File: src/rtl/sysbus_rr_arbiter.sv
// Round-robin arbiter granting one requester the Sysbus for a whole transaction (request beats + read burst).
// Latency: 1 cycle arbitration in S_IDLE, then request/response paths are combinational through the owner.
// Backpressure: bus_reqack and m_respack[owner] pass straight through; non-owners see no ack until re-granted.
module sysbus_rr_arbiter #(
    parameter int NUM_PORTS      = 2,
    parameter int BUS_DATA_WIDTH = 64,
    parameter int BUS_TAG_WIDTH  = 13,
    parameter int WR_TAG_BIT     = 12,
    parameter int WR_BEATS       = 8,
    parameter int RESP_BEATS     = 8
) (
    input  logic                                clk,
    input  logic                                reset,
    input  logic [NUM_PORTS*BUS_DATA_WIDTH-1:0] m_req,
    input  logic [NUM_PORTS-1:0]                m_reqcyc,
    input  logic [NUM_PORTS*BUS_TAG_WIDTH-1:0]  m_reqtag,
    output logic [NUM_PORTS-1:0]                m_reqack,
    output logic [NUM_PORTS-1:0]                m_respcyc,
    output logic [NUM_PORTS*BUS_DATA_WIDTH-1:0] m_resp,
    output logic [NUM_PORTS*BUS_TAG_WIDTH-1:0]  m_resptag,
    input  logic [NUM_PORTS-1:0]                m_respack,
    output logic [BUS_DATA_WIDTH-1:0]           bus_req,
    output logic                                bus_reqcyc,
    output logic [BUS_TAG_WIDTH-1:0]            bus_reqtag,
    input  logic                                bus_reqack,
    input  logic                                bus_respcyc,
    input  logic [BUS_DATA_WIDTH-1:0]           bus_resp,
    input  logic [BUS_TAG_WIDTH-1:0]            bus_resptag,
    output logic                                bus_respack,
    output logic [NUM_PORTS-1:0]                grant,
    output logic                                stray_resp
);

    localparam int IDX_W     = (NUM_PORTS > 1) ? $clog2(NUM_PORTS) : 1;
    localparam int IW1       = IDX_W + 1;
    localparam int MAX_BEATS = (WR_BEATS > RESP_BEATS) ? WR_BEATS : RESP_BEATS;
    localparam int CNT_W     = $clog2(MAX_BEATS + 1);

    localparam logic [CNT_W-1:0] WR_LAST   = CNT_W'(WR_BEATS - 1);
    localparam logic [CNT_W-1:0] RESP_LAST = CNT_W'(RESP_BEATS - 1);
    localparam logic [IDX_W-1:0] LAST_PORT = IDX_W'(NUM_PORTS - 1);
    localparam logic [IDX_W:0]   NP        = IW1'(NUM_PORTS);

    typedef enum logic [1:0] {S_IDLE, S_ADDR, S_WDATA, S_RESP} state_t;

    state_t               state, state_nxt;
    logic [IDX_W-1:0]     owner, owner_nxt, rr_ptr, rr_ptr_nxt, pick_idx, owner_inc;
    logic [IDX_W:0]       idx_sum;
    logic                 pick_vld;
    logic [NUM_PORTS-1:0] grant_nxt;
    logic [CNT_W-1:0]     beat_cnt, beat_cnt_nxt, resp_cnt, resp_cnt_nxt;

    logic [BUS_DATA_WIDTH-1:0] req_arr [NUM_PORTS];
    logic [BUS_TAG_WIDTH-1:0]  tag_arr [NUM_PORTS];
    logic [NUM_PORTS-1:0]      is_owner;

    logic fwd_req, in_resp, owner_reqcyc, owner_wr, req_beat, resp_beat;

    // state register
    always_ff @(posedge clk or negedge reset) begin
        if (!reset) begin
            state      <= S_IDLE;
            owner      <= '0;
            rr_ptr     <= '0;
            grant      <= '0;
            beat_cnt   <= '0;
            resp_cnt   <= '0;
            stray_resp <= 1'b0;
        end else begin
            state      <= state_nxt;
            owner      <= owner_nxt;
            rr_ptr     <= rr_ptr_nxt;
            grant      <= grant_nxt;
            beat_cnt   <= beat_cnt_nxt;
            resp_cnt   <= resp_cnt_nxt;
            stray_resp <= bus_respcyc && (state != S_RESP);
        end
    end

    // first requester found scanning rr_ptr, rr_ptr+1, ... mod NUM_PORTS
    always_comb begin
        pick_vld = 1'b0;
        pick_idx = '0;
        idx_sum  = '0;
        for (int i = 0; i < NUM_PORTS; i++) begin
            idx_sum = {1'b0, rr_ptr} + IW1'(i);
            if (idx_sum >= NP)
                idx_sum = idx_sum - NP;
            if (!pick_vld && m_reqcyc[idx_sum[IDX_W-1:0]]) begin
                pick_vld = 1'b1;
                pick_idx = idx_sum[IDX_W-1:0];
            end
        end
    end

    assign owner_inc    = (owner == LAST_PORT) ? '0 : owner + IDX_W'(1);
    assign owner_reqcyc = m_reqcyc[owner];
    assign owner_wr     = tag_arr[owner][WR_TAG_BIT];
    assign req_beat     = bus_reqcyc && bus_reqack;
    assign resp_beat    = in_resp && bus_respcyc && bus_respack;

    // next-state
    always_comb begin
        state_nxt    = state;
        owner_nxt    = owner;
        rr_ptr_nxt   = rr_ptr;
        grant_nxt    = grant;
        beat_cnt_nxt = beat_cnt;
        resp_cnt_nxt = resp_cnt;
        case (state)
            S_IDLE: begin
                if (pick_vld) begin
                    state_nxt = S_ADDR;
                    owner_nxt = pick_idx;
                    grant_nxt = NUM_PORTS'(1) << pick_idx;
                end
            end
            S_ADDR: begin
                if (req_beat) begin
                    if (owner_wr) begin
                        state_nxt    = S_WDATA;
                        beat_cnt_nxt = '0;
                    end else begin
                        state_nxt    = S_RESP;
                        resp_cnt_nxt = '0;
                    end
                end else if (!owner_reqcyc) begin
                    state_nxt  = S_IDLE;
                    grant_nxt  = '0;
                    rr_ptr_nxt = owner_inc;
                end
            end
            S_WDATA: begin
                if (req_beat) begin
                    if (beat_cnt == WR_LAST) begin
                        state_nxt    = S_IDLE;
                        grant_nxt    = '0;
                        rr_ptr_nxt   = owner_inc;
                        beat_cnt_nxt = '0;
                    end else begin
                        beat_cnt_nxt = beat_cnt + CNT_W'(1);
                    end
                end
            end
            S_RESP: begin
                if (resp_beat) begin
                    if (resp_cnt == RESP_LAST) begin
                        state_nxt    = S_IDLE;
                        grant_nxt    = '0;
                        rr_ptr_nxt   = owner_inc;
                        resp_cnt_nxt = '0;
                    end else begin
                        resp_cnt_nxt = resp_cnt + CNT_W'(1);
                    end
                end
            end
            default: begin
                state_nxt = S_IDLE;
                grant_nxt = '0;
            end
        endcase
    end

    // outputs: everything is gated by state so idle and reset drive zeros
    assign fwd_req     = (state == S_ADDR) || (state == S_WDATA);
    assign in_resp     = (state == S_RESP);
    assign bus_req     = fwd_req ? req_arr[owner] : '0;
    assign bus_reqtag  = fwd_req ? tag_arr[owner] : '0;
    assign bus_reqcyc  = fwd_req && owner_reqcyc;
    assign bus_respack = in_resp && m_respack[owner];

    for (genvar p = 0; p < NUM_PORTS; p++) begin : g_port
        assign req_arr[p]  = m_req[p*BUS_DATA_WIDTH +: BUS_DATA_WIDTH];
        assign tag_arr[p]  = m_reqtag[p*BUS_TAG_WIDTH +: BUS_TAG_WIDTH];
        assign is_owner[p] = (owner == IDX_W'(p));
        assign m_reqack[p]  = fwd_req && is_owner[p] && bus_reqack;
        assign m_respcyc[p] = in_resp && is_owner[p] && bus_respcyc;
        assign m_resp[p*BUS_DATA_WIDTH +: BUS_DATA_WIDTH] =
            (in_resp && is_owner[p]) ? bus_resp : '0;
        assign m_resptag[p*BUS_TAG_WIDTH +: BUS_TAG_WIDTH] =
            (in_resp && is_owner[p]) ? bus_resptag : '0;
    end

endmodule

File: config.mk
export PLATFORM = sky130hd
export DESIGN_NAME = sysbus_rr_arbiter
export DESIGN_NICKNAME = d
export VERILOG_FILES = /design/src/rtl/sysbus_rr_arbiter.sv
export SDC_FILE = /design/constraint.sdc
export NUM_CORES = 1
export LEC_CHECK = 0
export ABC_AREA = 1
export CELL_PAD_IN_SITES_DETAIL_PLACEMENT = 0
export CELL_PAD_IN_SITES_GLOBAL_PLACEMENT = 2
export CORE_AREA = 2 2 184 186
export DETAILED_ROUTE_END_ITERATION = 10
export DIE_AREA = 0 0 186 188
export HOLD_SLACK_MARGIN = 0.03
export PLACE_DENSITY_LB_ADDON = 0.1
export SLEW_MARGIN = 20
export SYNTH_ARGS = -nofsm -noshare
export SYNTH_HDL_FRONTEND = slang
export SYNTH_SLANG_ARGS = --single-unit
File: constraint.sdc
create_clock -name clk -period 1.9 [get_ports clk]
set_input_delay 0.57 -clock clk [delete_from_list [all_inputs] [get_ports clk]]
set_output_delay 0.57 -clock clk [all_outputs]
set_load 0.01 [all_outputs]
==> metrics.txt, run 1 <==
Yosys warning total 0; Pins Over Slew Limit 0; synthesized cell area 3069 um2; largest net degree at the start of global routing 27; CTS tree yes; Initial Util 9.269%; crit start category flop; CP required 1330 ps; initial antenna violation count 1; IO Count 479; library cells used by synthesis 24; Clk pwr share 4.2%; Logic pwr share 91.2%; htree depth 1; gr usage total 13.98%; Remaining DRCs 0; clk slew on worst S/H paths 50 ps; internal power 5.274 mW; fraction of registers with async set or reset after synthesis 100.0%; worst setup margin -384.9 ps; PortBufs 478; Critical Path Sink Type output port; DRT iter0 DRCs 93; largest incremental delay on the critical path 400 ps; leakage power 4.964 nW; hold_buf cts 0; Die Wd 186 um; Final GP Congestion 0.7642; switching part of the total power 48.52%; Vias 5972; worst min path class flop to flop; crit path cell chain buf_6 > ha_4 > buf_6 > nand2_8 > buf_12 > buf_8 > buf_16 > nor2_2 > buf_6; Setup CP Type flop to output port; Seq cells post-synth 15; VDD IR max 0.0005650 V; status finished, violations left; Routed Antenna Nets 0; total grt overflow 0; most frequent cell after synthesis nand2_1; top cells by count, synth nand2_1, nor2_1, inv_1, a21oi_1, clkbuf_1; vias in the first global route 5961; Synth top area share 23.48%; gate count of the mapped netlist 645; reg2reg setup slack 90 ps; drt wl/cell 16.68 um; post-synthesis sequential area ratio 12.23%; Tmin final 2285 ps; Flop pwr share 4.6%; synthesized net count 891; core box area 33110 um2; fin nets 1450; final worst clock skew 3.093 ps; Worst EP arrival 1710 ps; Setup Viol. Count Final 237; Synth area leaders nand2_1, nor2_1, a21oi_1; period utilisation layout 120.3%; synthesized area per cell 4.758 um2; FMAX 437.7 MHz; First-pass DRT Iterations 4; dpl hpwl 22030 um; most used cell, CP buf_6; clk root buf clkbuf_16; Max-slew headroom 81.24%; Hold Vio Cnt, Final 0; Placement Setup Slack -772.4 ps; Slowest-stage cell, CP dfrtp_1; pwr dens 1041 nW/um2; Longest Clk Path Bufs 2; CTS Buf Count 3; final wirelength 27540 um; RSZ-0062 raised after global routing yes; Post-synth EDFFs 0; Layout Utilization 29.72%; switching pwr 4.972 mW; TritonCTS Sinks 15; Core Rows 67; chip height 188 um; failing checks setup timing; worst-margin pin slew 281.4 ps; layout cells sized above 1 40.40%; TNS Setup -65170 ps; ANT cells 0; worst skew pair latency 250 ps; Die ar. 34970 um2; first-pass GRT wire length 36790 um; MaxCap Viol Count 0; drt via density 3.617; Crit Path Max Fanout 8; Syn-to-layout area delta 220.6%; ys flop type dfrtp_1; leading area contributor after synthesis nand2_1
[state kept, by name (all words and copies together) (netlist names)]
signal	cells
owner	1
rr_ptr	1
resp_cnt	4
grant	2
state	2
stray_resp	1
beat_cnt	4
[routing by layer]
metal / track usage (%) / wire (um)
met4: 1.121 / 112
met1: 13.00 / 9206
met3: 4.040 / 2500
met2: 29.97 / 15710
met5: 0 / 13
[cell families after synthesis]
logic type	Yosys count	synth area share, %
buffers and inverters	139	17.90
AND/OR/NAND/NOR	387	49.69
adder cells (fa/ha/maj)	7	2.854
flip-flops	15	12.23
AO/OA/AOI/OAI	95	16.75
XOR/XNOR	2	0.5708
[power groups by stage]
stage	Combinational, mW	Sequential, mW	Clock, mW
finish	9.35	0.472	0.425
floorplan	2.98	0.462	0
global route	10.1	0.482	0.448
global placement	7.93	0.462	0
CTS	7.48	0.464	0.437
detailed placement	7.74	0.462	0
[final cells by class]
class | count | area [um2]
Clock buffer | 4 | 78.83
Fill cell | 3711 | 23270
Inverter | 95 | 369.1
Multi-Input combinational cell | 491 | 2883
Sequential cell | 15 | 376.6
Tap cell | 448 | 560.5
Timing Repair Buffer | 598 | 5573
[what timing repair did]
action                     4_1_cts  5_1_grt
cloned                           5        9
buffers inserted                 8       28
gates resized for setup        662      473
setup endpoints to repair      244      248
pin swaps                        1       14
[placed cells by master, fill, tap and decap left out, types with 30 or more instances in the layout]
cell and n:
clkdlybuf4s50_1 241, nand2_1 187, buf_2 120, nor2_1 107, inv_1 90, buf_4 71, buf_6 64, a21oi_2 60
dlygate4sd2_1 34, nor2_4 30
[final timing paths]
path	from	endpoint	cells after the start
max	state[1]	m_resp[83]	9
min	grant[0]	grant[0]	2
max reg2reg	owner	resp_cnt[2]	11
min reg2reg	grant[0]	grant[0]	2
max in group asynchronous	reset	owner	2
min in group asynchronous	reset	grant[0]	2
[critical path: cells and delay by family (launching register included)]
kind	cells	cell delay [ps]
DFF	1	400
and+or+nand+nor	2	100
buffers and inverters	6	800
adders and majority gates	1	150
[stage by stage]
step | power [mW] | hold slack (ps) | area [um2] | instances
after floorplan | 3.442 | 274.4 | 3074 | 645
after global placement | 8.396 | 459.9 | 8989 | 1604
after detailed placement | 8.202 | 459.8 | 8989 | 1604
after CTS | 8.380 | 475.4 | 8852 | 1619
after global routing | 11.04 | 495.1 | 9841 | 1651
final | 10.25 | 475.3 | 9841 | 1651
Power figures use the tool's default switching activity.
==> inputs of run 2 (changes only) <==
CELL_PAD_IN_SITES_DETAIL_PLACEMENT = 1   (was 0)
CELL_PAD_IN_SITES_GLOBAL_PLACEMENT = 1   (was 2)
CORE_AREA = 2 2 186 188   (was 2 2 184 186)
DIE_AREA = 0 0 188 190   (was 0 0 186 188)
==> run 2 against run 1 <==
  * The flow still finishes with violations (setup timing)
  * Non-clock buffer count is 4 lower
  * Flip-flop and latch count stayed put
  * Sequential power hardly changed
  * Fmax is 2.1% lower
  * Sequential share of layout area is 0.084 points higher
  * Critical endpoint is now bus_req[30]
  * Largest power group unchanged
==> metrics.txt, run 2 (synthesized netlist as in run 1, its figures left out) <==
met2 routed WL 15880 um (was 15710 um); Pins Over Slew Limit 0 (unchanged); Core Rows 68 (was 67); total grt overflow 0 (unchanged); CTS tree yes (unchanged); Longest Clk Path Bufs 2 (unchanged); largest registers beat_cnt x4, resp_cnt x4 (unchanged); clk slew on worst S/H paths 50 ps (about the same); gr usage total 15.30% (was 13.98%); DRT iter0 DRCs 79 (was 93); worst skew pair latency 250 ps (about the same); Remaining DRCs 0 (unchanged); PortBufs 478 (unchanged); Setup CP Type flop to output port (unchanged); Die Wd 188 um (was 186 um); hold_buf cts 0 (unchanged); Final GP Congestion 0.7687 (was 0.7642); clk root buf clkbuf_16 (unchanged); TritonCTS Sinks 15 (unchanged); failing checks setup timing (unchanged); initial antenna violation count 0 (was 1); IO Count 479 (unchanged); RSZ-0062 raised after global routing yes (unchanged); First-pass DRT Iterations 4 (unchanged); leading cell type in the layout, fill and taps excluded clkdlybuf4s50_1 (unchanged); DR top layer met4 (was met5); core box area 33950 um2 (was 33110 um2); worst setup margin -433.6 ps (was -384.9 ps); first-pass GRT wire length 41860 um (was 36790 um); vias in the first global route 6662 (was 5961); layout cells sized above 1 35.83% (was 40.40%); drt via density 3.706 (was 3.617); fin nets 1447 (was 1450); total power 11.51 mW (was 10.25 mW); Vias 6134 (was 5972); Worst EP arrival 1760 ps (was 1710 ps); ANT cells 0 (unchanged); Critical Path Sink Type output port (unchanged); worst-margin pin slew 273.3 ps (was 281.4 ps); TNS Setup -69800 ps (was -65170 ps); pwr dens 1195 nW/um2 (was 1041 nW/um2); Crit Path Max Fanout 6 (was 8); commonest non-fill, non-tap cells in the layout clkdlybuf4s50_1, nand2_1, nor2_1 (was clkdlybuf4s50_1, nand2_1, buf_2); Syn-to-layout area delta 213.8% (was 220.6%); Hold Vio Cnt, Final 0 (unchanged); drt wl/cell 17.71 um (was 16.68 um); Initial Util 9.041% (was 9.269%); met1 WL 10600 um (was 9206 um); largest net degree at the start of global routing 30 (was 27); worst min path class flop to flop (unchanged); Setup Viol. Count Final 237 (unchanged); # fillers 4207 (was 3711); status finished, violations left (unchanged); crit start category flop (unchanged); FMAX 428.5 MHz (was 437.7 MHz); htree depth 1 (unchanged); MaxCap Viol Count 0 (unchanged); Routed Antenna Nets 0 (unchanged); Tmin final 2334 ps (was 2285 ps); chip height 190 um (was 188 um); dpl hpwl 22790 um (was 22030 um); WL met3 2686 um (was 2500 um); Max-slew headroom 81.78% (was 81.24%); CP required 1330 ps (about the same); CTS Buf Count 3 (unchanged); final worst clock skew 1.731 ps (was 3.093 ps); final wirelength 29310 um (was 27540 um); Die ar. 35720 um2 (was 34970 um2); VDD IR max 0.0005410 V (was 0.0005650 V); reg2reg setup slack 150 ps (was 90 ps); period utilisation layout 122.8% (was 120.3%); leakage power 5.041 nW (was 4.964 nW)
==> run 2: changes by cell type in the layout (fill, tap and decap cells not counted), sizes merged <==
cell / delta
clkdlybuf4s15: +1
inv: +1
clkbuf: -2
dlygate4sd2: +26
clkdlybuf4s50: -1
buf: -30
clkinv: +1
dlymetal6s2s: +1
==> run 2: what timing repair did <==
item / in CTS / in global routing
hold endpoints to repair: 0 / 0
buffers inserted: 18 / 13
pin swaps: 3 / 14
gates cloned: 10 / 3
endpoints found under the setup margin: 237 / 250
resized for setup: 731 / 247
==> run 2: per-stage QoR <==
step	utilization (%)	instance area (um2)	hold slack [ps]	std cells	worst slack (ps)
after floorplan	-	3074	274.4	645	-40.18
after global placement	26.77	9087	457.0	1616	-835.2
after detailed placement	26.77	9087	463.4	1616	-833.1
after CTS	27.79	9435	476.1	1648	-416.6
after global routing	28.37	9630	496.5	1655	-489.4
final	28.37	9630	469.3	1655	-433.6
==> run 2: layer usage <==
layer	up-vias	global-route usage [%]
met2	289	30.76
li1	3050	-
met4	0	1.211
met3	8	5.239
met1	2787	15.67
met5	-	0
==> run 2: area by class of cell <==
| class | instances | area, um2 | share of cell area (%) |
|---|---|---|---|
| sequential | 15 | 376.6 | 3.911 |
| timing repair buffer | 594 | 5459 | 56.68 |
| inverter | 95 | 374.1 | 3.885 |
| multi-input combinational | 491 | 2755 | 28.61 |
| tap | 455 | 569.3 | 5.911 |
| clock buffer | 3 | 75.07 | 0.7795 |
| timing repair inverter | 1 | 16.27 | 0.1689 |
| clock inverter | 1 | 5.005 | 0.05197 |
==> run 2: where the power goes <==
part / total [mW] / switching [mW] / leakage, nW / internal [mW]
registers: 0.471 / 0.0682 / 0.197 / 0.403
clock network: 0.429 / 0.147 / 0.0409 / 0.282
logic: 10.6 / 5.30 / 4.80 / 5.30
==> run 2: worst max-delay path, stage by stage, from the launching register on <==
cell and delay (ps):
dfrtp_1 390, inv_2 70, ha_4 330, buf_12 130
inv_12 50, buf_16 150, buf_6 120, a21oi_2 110
buf_2 160
==> run 2: path summary, 6_finish.rpt <==
kind                       startpoint     endpoint  cells after the start
max in group asynchronous       reset        owner                      2
min                          grant[1]     grant[1]                      2
max                          state[1]  bus_req[30]                      8
min reg2reg                  grant[1]     grant[1]                      2
min in group asynchronous       reset     grant[1]                      2
max reg2reg                  state[1]     state[1]                     11
==> inputs of run 3 (changes only) <==
CAP_MARGIN = 20   (was unset)
CTS_CLUSTER_SIZE = 10   (was unset)
==> results of run 3 <==
The final DEF is identical to that of run 2; final timing and power are the same.
